==> config.mk <==
export PLATFORM = sky130hd
export DESIGN_NAME = game_flow_ctrl
export DESIGN_NICKNAME = d
export VERILOG_FILES = /design/src/rtl/game_flow_ctrl.sv
export SDC_FILE = /design/constraint.sdc
export NUM_CORES = 1
export LEC_CHECK = 0
export BUFFER_PORTS_ARGS = -buffer_cell sky130_fd_sc_hd__buf_2
export CORE_MARGIN = 2
export CORE_UTILIZATION = 29
export CTS_BUF_LIST = sky130_fd_sc_hd__clkbuf_4 sky130_fd_sc_hd__clkbuf_8
export CTS_CLUSTER_DIAMETER = 40
export CTS_CLUSTER_SIZE = 16
export DETAILED_ROUTE_END_ITERATION = 7
export PLACE_DENSITY = 0.52
export SLEW_MARGIN = 20
export SYNTH_ARGS = -nofsm -noshare
export SYNTH_HDL_FRONTEND = slang
export SYNTH_SLANG_ARGS = --single-unit
export TNS_END_PERCENT = 1
==> constraint.sdc <==
create_clock -name clk_100ms -period 2.93 [get_ports clk_100ms]
set_input_delay 0.1465 -clock clk_100ms [delete_from_list [all_inputs] [get_ports clk_100ms]]
set_output_delay 0.1465 -clock clk_100ms [all_outputs]
set_load 0.01 [all_outputs]
==> src/rtl/game_flow_ctrl.sv <==
// -----------------------------------------------------------------------------
// game_flow_ctrl
//
// Game-flow controller for the Runner renderer. Sits between the keyboard
// decoder and the renderer on the 100 ms game tick. It turns key presses and
// the renderer's gameover flag into the renderer's pause and reset controls,
// and keeps a 4-digit BCD score for the current run plus the best score
// since reset.
//
// Parameters:
//   KEY_JUMP    key code that starts a run from IDLE
//   KEY_RESET   key code that requests a restart; also driven on reset_code
//   KEY_PAUSE   key code that toggles pause
//   RESET_TICKS ticks that reset_code is held at KEY_RESET (legal 1..15)
//
// Ports:
//   clk_100ms   in   1   100 ms game tick, the only clock
//   reset       in   1   synchronous, active-high
//   key_code    in   5   keyboard decoder code, qualified by key_valid
//   key_valid   in   1   high while a key is held
//   gameover    in   1   renderer collision flag, asynchronous
//   pause       out  1   renderer pause input
//   reset_code  out  5   renderer reset input (KEY_RESET in RESTART, else 0)
//   running     out  1   high in RUN
//   state       out  3   IDLE=0, RUN=1, PAUSED=2, OVER=3, RESTART=4
//   score       out 16   BCD score of the current run
//   best        out 16   BCD best score since reset
//   new_best    out  1   one-tick pulse when best is updated
// -----------------------------------------------------------------------------
module game_flow_ctrl #(
  parameter int KEY_JUMP    = 16,
  parameter int KEY_RESET   = 17,
  parameter int KEY_PAUSE   = 18,
  parameter int RESET_TICKS = 2
) (
  input  logic        clk_100ms,
  input  logic        reset,
  input  logic [4:0]  key_code,
  input  logic        key_valid,
  input  logic        gameover,
  output logic        pause,
  output logic [4:0]  reset_code,
  output logic        running,
  output logic [2:0]  state,
  output logic [15:0] score,
  output logic [15:0] best,
  output logic        new_best
);

  typedef enum logic [2:0] {
    ST_IDLE    = 3'd0,
    ST_RUN     = 3'd1,
    ST_PAUSED  = 3'd2,
    ST_OVER    = 3'd3,
    ST_RESTART = 3'd4
  } state_t;

  localparam logic [4:0] CODE_JUMP  = 5'(KEY_JUMP);
  localparam logic [4:0] CODE_RESET = 5'(KEY_RESET);
  localparam logic [4:0] CODE_PAUSE = 5'(KEY_PAUSE);
  // Counter value on the last RESTART tick; leaving then gives exactly
  // RESET_TICKS ticks of a nonzero reset_code.
  localparam logic [3:0] LAST_TICK  = 4'(RESET_TICKS - 1);

  state_t      state_reg, state_next;
  logic        key_prev_reg;
  logic        go1_reg, go2_reg;
  logic [3:0]  rst_cnt_reg;
  logic [15:0] score_reg, best_reg;
  logic        new_best_reg;
  logic        pause_reg, running_reg;
  logic [4:0]  reset_code_reg;

  // ---------------------------------------------------------------------------
  // Key press edge detect: one event per key hold, using the code seen on the
  // press tick.
  // ---------------------------------------------------------------------------
  logic press;
  logic jump_press, reset_press, pause_press;

  assign press       = key_valid & ~key_prev_reg;
  assign jump_press  = press & (key_code == CODE_JUMP);
  assign reset_press = press & (key_code == CODE_RESET);
  assign pause_press = press & (key_code == CODE_PAUSE);

  // ---------------------------------------------------------------------------
  // BCD increment with per-digit ripple carry, saturating at 9999.
  // ---------------------------------------------------------------------------
  logic [3:0]  carry;
  logic [15:0] score_inc_raw;
  logic [15:0] score_inc;

  assign carry[0] = 1'b1;

  genvar gi;
  generate
    for (gi = 0; gi < 4; gi++) begin : g_bcd
      logic [3:0] digit;
      assign digit = score_reg[4*gi +: 4];
      assign score_inc_raw[4*gi +: 4] =
        carry[gi] ? ((digit == 4'd9) ? 4'd0 : digit + 4'd1) : digit;
      if (gi < 3) begin : g_carry
        assign carry[gi+1] = carry[gi] & (digit == 4'd9);
      end
    end
  endgenerate

  assign score_inc = (score_reg == 16'h9999) ? score_reg : score_inc_raw;

  // ---------------------------------------------------------------------------
  // Next-state decode. In RUN the priority is restart, then gameover, then
  // pause; a gameover still pending when pause is taken is seen on resume
  // because go2 stays high.
  // ---------------------------------------------------------------------------
  always_comb begin
    state_next = state_reg;
    case (state_reg)
      ST_IDLE: begin
        if (jump_press) state_next = ST_RUN;
      end
      ST_RUN: begin
        if (reset_press)      state_next = ST_RESTART;
        else if (go2_reg)     state_next = ST_OVER;
        else if (pause_press) state_next = ST_PAUSED;
      end
      ST_PAUSED: begin
        if (pause_press)      state_next = ST_RUN;
        else if (reset_press) state_next = ST_RESTART;
      end
      ST_OVER: begin
        if (reset_press) state_next = ST_RESTART;
      end
      ST_RESTART: begin
        if (rst_cnt_reg == LAST_TICK) state_next = ST_IDLE;
      end
      default: state_next = ST_IDLE;
    endcase
  end

  // ---------------------------------------------------------------------------
  // State, datapath and registered outputs. Outputs are computed from the
  // next state so they change on the same edge as the state.
  // ---------------------------------------------------------------------------
  always_ff @(posedge clk_100ms) begin
    if (reset) begin
      state_reg      <= ST_IDLE;
      key_prev_reg   <= 1'b0;
      go1_reg        <= 1'b0;
      go2_reg        <= 1'b0;
      rst_cnt_reg    <= 4'd0;
      score_reg      <= 16'h0000;
      best_reg       <= 16'h0000;
      new_best_reg   <= 1'b0;
      pause_reg      <= 1'b1;
      running_reg    <= 1'b0;
      reset_code_reg <= 5'd0;
    end else begin
      key_prev_reg <= key_valid;
      // Two-flop synchronizer for the renderer's gameover flag.
      go1_reg      <= gameover;
      go2_reg      <= go1_reg;
      state_reg    <= state_next;
      new_best_reg <= 1'b0;

      pause_reg      <= (state_next == ST_IDLE) || (state_next == ST_PAUSED);
      running_reg    <= (state_next == ST_RUN);
      reset_code_reg <= (state_next == ST_RESTART) ? CODE_RESET : 5'd0;

      // Restart counter counts ticks already spent in RESTART.
      if ((state_reg == ST_RESTART) && (state_next == ST_RESTART))
        rst_cnt_reg <= rst_cnt_reg + 4'd1;
      else
        rst_cnt_reg <= 4'd0;

      case (state_reg)
        ST_IDLE: begin
          if (state_next == ST_RUN) score_reg <= 16'h0000;
        end
        ST_RUN: begin
          if (state_next == ST_RESTART) begin
            score_reg <= 16'h0000;
          end else begin
            // The tick that leaves RUN for OVER or PAUSED still counts.
            score_reg <= score_inc;
            // Valid BCD orders the same as binary, so a plain compare works.
            if ((state_next == ST_OVER) && (score_inc > best_reg)) begin
              best_reg     <= score_inc;
              new_best_reg <= 1'b1;
            end
          end
        end
        ST_PAUSED, ST_OVER: begin
          if (state_next == ST_RESTART) score_reg <= 16'h0000;
        end
        default: begin
        end
      endcase
    end
  end

  assign state      = state_reg;
  assign pause      = pause_reg;
  assign running    = running_reg;
  assign reset_code = reset_code_reg;
  assign score      = score_reg;
  assign best       = best_reg;
  assign new_best   = new_best_reg;

endmodule

Yosys cells after proc, flatten, opt, wreduce, memory -nomap -nowiden --
Index checks and enable logic that the tools add are counted.
Word-level totals: register bits after elaboration 50, output and inout port bits 43
Operators by class: equal/unequal tests 19, order comparisons 1, reduce and logical (&&, ||, !) cells 11, bitwise logic cells 10, muxes and demuxes 22, $add $sub $neg 5
Operators by type and width (number):
- $mux W16 | 4
- $pmux W16 S3 | 1
- $mux W4 | 7
- $mux W3 | 7
- $add A4 B1 Y4 const B | 5
- $eq A16 B16 Y1 const B | 1
- $eq A4 B4 Y1 const B | 4
- $gt A16 B16 Y1 | 1
- $eq A5 B5 Y1 const B | 3
- $pmux W3 S5 | 1
- $eq A3 B2 Y1 const B | 4
- $and A1 B1 Y1 | 6
- $eq A3 B1 Y1 const B | 2
- $eq A3 B3 Y1 const B | 2
- $logic_not A3 Y1 | 2
- $reduce_and A3 Y1 | 2
- $mux W5 | 1
- $eq A4 B1 Y1 const B | 1
- $ne A2 B2 Y1 const B | 2
- $not A1 Y1 | 4
- $reduce_or A2 Y1 | 2
- $reduce_bool A3 Y1 | 1
- $reduce_or A3 Y1 | 1
- $logic_and A1 B1 Y1 | 2
- other kinds (2) | 2

Depth between registers and ports, before layout --
depth in word-level cells 11, gate-level depth with buffers 16

Least setup slack after synthesis --
Ideal clock, no wire load.
path type register to register, start register score_reg[0], in the netlist score[0], end register best_reg[8], in the netlist best[8], setup time 0.122 ns, arrival 3.204 ns, stages on the path, launching flop included 14, slack -0.396 ns, path through dfxtp_1 ha_1 nand2_1 or2_0 buf_6 or3_4 a21oi_1 inv_1 ha_1 nand4_1 a2111o_1 a31o_1 buf_2 o311a_1
RTL lines:
- start: declaration | RTL line 69 | logic [15:0] score_reg, best_reg;
- start signal: assignment | RTL line 184 | score_reg <= score_inc;
- $eq A4 B4 Y1 | RTL line 103 | assign carry[gi+1] = carry[gi] & (digit == 4'd9);
- $and A1 B1 Y1 | RTL line 103
- $mux W4 | RTL line 101 | carry[gi] ? ((digit == 4'd9) ? 4'd0 : digit + 4'd1) : digit;
- $mux W16 (*) | RTL line 108 | assign score_inc = (score_reg == 16'h9999) ? score_reg : score_inc_raw;
- via score_inc[9] | RTL line 91 | logic [15:0] score_inc;
- $gt A16 B16 Y1 (*) | RTL line 186 | if ((state_next == ST_OVER) && (score_inc > best_reg)) begin
- $logic_and A1 B1 Y1 (*) | RTL line 186
- $reduce_and A3 Y1 (no line) (*)
- end signal: assignment | RTL line 187 | best_reg <= score_inc;
- end: declaration | RTL line 69
Mark *: on every way through the listed nets, which the timed path passes. The rest lies on a longest branch. A chain may end at the register's enable or synchronous reset.

Final worst setup path --
start register score_reg[1], in the netlist score[1], end register best_reg[5], in the netlist best[5]
Same word-level chain as after synthesis.

==> results by group <==
Synth
  • Main combinational cell family by area after synthesis: compound AO/OA/AOI/OAI gates
  • Share of synthesized cell area in full adder, half adder and majority cells: 11.9%
  • Distinct cell type count after synthesis: 59
  • Proportion of register bits with asynchronous set or reset after synthesis: 0%
  • Complex-gate fraction of the synthesized area: 22.9%
  • Avg Inst Size Synth: 8.55 µm²
  • Total standard cell area after synthesis: 2730 µm²
  • Predominant post-synthesis flop cell: sky130_fd_sc_hd__dfxtp_1
  • Fraction of synthesized cell area in xor and xnor cells: 1.61%
  • Count of mapped cells out of synthesis: 319
  • Simple logic cell fraction of the synthesized area: 20.2%
  • Yosys reg bits: 46
  • Count of synthesis-stage warnings from yosys: 0
  • Sequential area share after synthesis: 33.8%
  • Mux cell area share after synthesis: 1.15%
  • EDFF count, synth: 0

Drt
  • WL/cell: 15.1 µm
  • Detailed-router iteration count before antenna repair: 6
  • Via total after detailed routing: 2592
  • Aggregate routed wire length: 7.91 mm
  • Number of vias per cell: 4.96
  • Final routed DRC violation total: 0
  • Number of antenna-violating nets in the routed design: 0
  • Number of design-rule violations left by the first detailed-router iteration: 93

Status
  • Status: finished with violations
  • Failing checks: negative setup slack

Clock tree
  • H-tree depth: 2
  • Maximum root-to-sink buffer count: 2
  • Library cell used as clock root buffer: sky130_fd_sc_hd__clkbuf_8
  • CTS tree: built
  • Clock sink count: 46
  • Insertion delay to the later sink of the worst-skew pair: 0.31 ns
  • Cts bufs inserted: 5
  • Register clock-pin slew on the reported worst setup and hold paths: 0.09 ns

Timing
  • Worst-case hold slack: 0.0573 ns
  • Final critical delay including setup and external delays: 3.16 ns
  • Final setup violation count: 17
  • Fmax achieved: 0.316 GHz
  • Count of endpoints failing hold in the final timing report: 0
  • Pins over their slew limit: 0
  • Final clock skew: 0.0101 ns
  • Final WS setup: -0.231 ns
  • Slew at the pin closest to its max-slew limit: 0.960 ns
  • RSZ-0062 raised after global routing: true
  • Period utilisation layout: 108%
  • Relative slew slack: 35.9%

Place
  • Estimated wirelength of the detail-placed design: 5.97 mm
  • IO Port Bufs: 48
  • DP Cell Count: 512
  • Weighted congestion reported at the end of routability-driven placement: 0.805

Worst setup path
  • Reg2Reg Depth: 14
  • Required arrival time at the worst endpoint: 3.15 ns
  • Capture instance of the worst register-to-register path: best[5]
  • Slowest stage delay, CP: 0.47 ns
  • Setup crit start kind: register
  • Buffer and inverter count on the worst path: 3
  • Largest fanout on the critical path: 7
  • Register-to-register setup slack: -0.23 ns
  • List of cells traversed by the critical path: inv_2 -> ha_4 -> nand2_2 -> or2_4 -> or3_4 -> a21oi_4 -> inv_2 -> ha_4 -> nand4_1 -> a2111o_1 -> a31oi_4 -> buf_12 -> a21oi_1 -> a311oi_2
  • WP data arrival: 3.38 ns
  • Startpoint of the most critical register-to-register path: score[1]
  • Critical path endpoint category: register
  • Crit-path leading delay family: compound AO/OA/AOI/OAI gates
  • Critical path class: register to register
  • Highest-delay cell along the critical path: sky130_fd_sc_hd__a2111o_1

Finish
  • Fraction of layout instances using a drive strength above 1: 39.1%
  • Util after Layout: 40.8%
  • Highest-count cells in the layout ignoring fill and taps: sky130_fd_sc_hd__buf_4 (50), sky130_fd_sc_hd__buf_2 (48), sky130_fd_sc_hd__dfxtp_1 (40)
  • Synth-to-layout area growth: 37.5%
  • Count of placed standard cells in the final layout, fillers left out: 523
  • Most common cell after layout, fill and taps aside: sky130_fd_sc_hd__buf_4
  • Net count of the finished layout: 446
  • Diode insertion count for antenna repair: 0

Floorplan
  • Total die area: 10200 µm²
  • DIE HEIGHT: 101 µm
  • Total I/O pin count: 52
  • Cell Rows: 35
  • Starting density of the core: 29.6%
  • Die outline width: 101 µm
  • Core ar.: 9200 µm²

Worst hold path
  • Hold EP: go1_reg
  • Worst min-delay path startpoint: gameover
  • Worst Hold Class: input port to register
  • Count of cells along the worst hold path: 2

Pwr
  • Clock network fraction of total power: 38.5%
  • Sequential share of power: 57.3%
  • VDD IR max: 0.162 mV
  • Lkg Pwr: 1.62 nW
  • Internal power contribution: 0.840 mW
  • Combinational share of power: 4.2%
  • Net switching power figure: 0.254 mW
  • Ratio of total power to cell area: 292 nW/µm²
  • Power Total: 1.09 mW
  • Net switching fraction of the power: 23.2%

Global route
  • Vias in the first global route: 2554
  • Global route total overflow: 0
  • Number of antenna violations at the first check in global routing: 0
  • First-pass GRT wire length: 13.0 mm
  • Pin count of the biggest net entering global routing: 25
  • Total routing resource utilization after global routing: 16.2%

Flow run
  • Max-cap violation count: 0
Yosys cell counts (all sizes together) (4+ instances only):
cell,count,area [µm²]
a21oi,29,164
a22o,7,61.3
a311oi,7,86.3
and3b,4,35.0
buf,12,91.3
clkbuf,8,30.0
dfxtp,46,921
ha,26,325
inv,28,105
nand2,19,73.8
nand3,8,40.0
nand3b,4,30.0
nand4,5,31.3
nor2,22,82.6
nor2b,5,31.3
nor3,19,95.1
nor4,5,37.5
o21ai,19,95.1
worst max path at each step:
stage / slack, ns / end / from / cells past startpoint
finish: -0.23 / best[5] / score[1] / 14
global route: -0.38 / best[9] / score[13] / 14
CTS: -0.15 / best[15] / score[13] / 16
detailed placement: -0.26 / best[8] / score[1] / 14
global placement: -0.20 / best[0] / score[1] / 14
floorplan: -0.08 / best[8] / score[1] / 14
kinds of logic (layout without fill, tap and decap cells):
| logic type | Yosys count | after routing |
|---|---|---|
| xor gates and xnor gates | 5 | 5 |
| buffers and inverters | 48 | 139 |
| adders and majority gates | 26 | 26 |
| muxes | 3 | 3 |
| DFF | 46 | 46 |
| and+or+nand+nor | 104 | 104 |
| other | 1 | 3 |
| AOI/OAI and AO/OA | 86 | 86 |
per-layer routing:
layer | vias up | share of wire (%) | track usage, %
met2 | 51 | 49 | 27.2
met3 | 11 | 4.0 | 2.91
li1 | 1332 | - | -
met4 | 0 | 2.1 | 5.41
met1 | 1198 | 45 | 21.0
met5 | - | 0 | 0
power groups by stage:
| stage | Clock, mW | Sequential [mW] | Combinational [mW] |
|---|---|---|---|
| 6_report | 0.421 | 0.627 | 0.0463 |
| 5_1_grt | 0.460 | 0.628 | 0.0510 |
| 4_1_cts | 0.436 | 0.627 | 0.0463 |
| 3_5_place_dp | 0 | 0.642 | 0.0451 |
| 3_3_place_gp | 0 | 0.642 | 0.0445 |
| 2_1_floorplan | 0 | 0.642 | 0.0314 |
cell type report:
class                      count  area [µm²]
clock buffer                   7        90.1
clock inverter                 1        5.00
fill                         941        5450
inverter                      28         105
multi-input combinational    227        1760
sequential                    46         933
tap                          111         139
timing repair buffer         103         714
through the flow:
step                TNS (ns)  setup slack [ns]  cell area, µm²
floorplan             -0.460           -0.0787            2830
global placement       -3.05            -0.195            3500
detailed placement     -3.37            -0.263            3500
CTS                    -1.48            -0.147            3730
global route           -5.36            -0.383            3750
finish                 -2.65            -0.231            3750
what timing repair did:
item                                    in CTS  in global routing
gates resized for setup                     24                  6
hold buffers                                 0                  0
gates cloned                                 1                  0
pin swaps                                   14                  2
endpoints found under the setup margin      17                 17
hold endpoints to repair                     0                  0
buffers inserted                             1                  1
(Power assumes the default switching activity.)
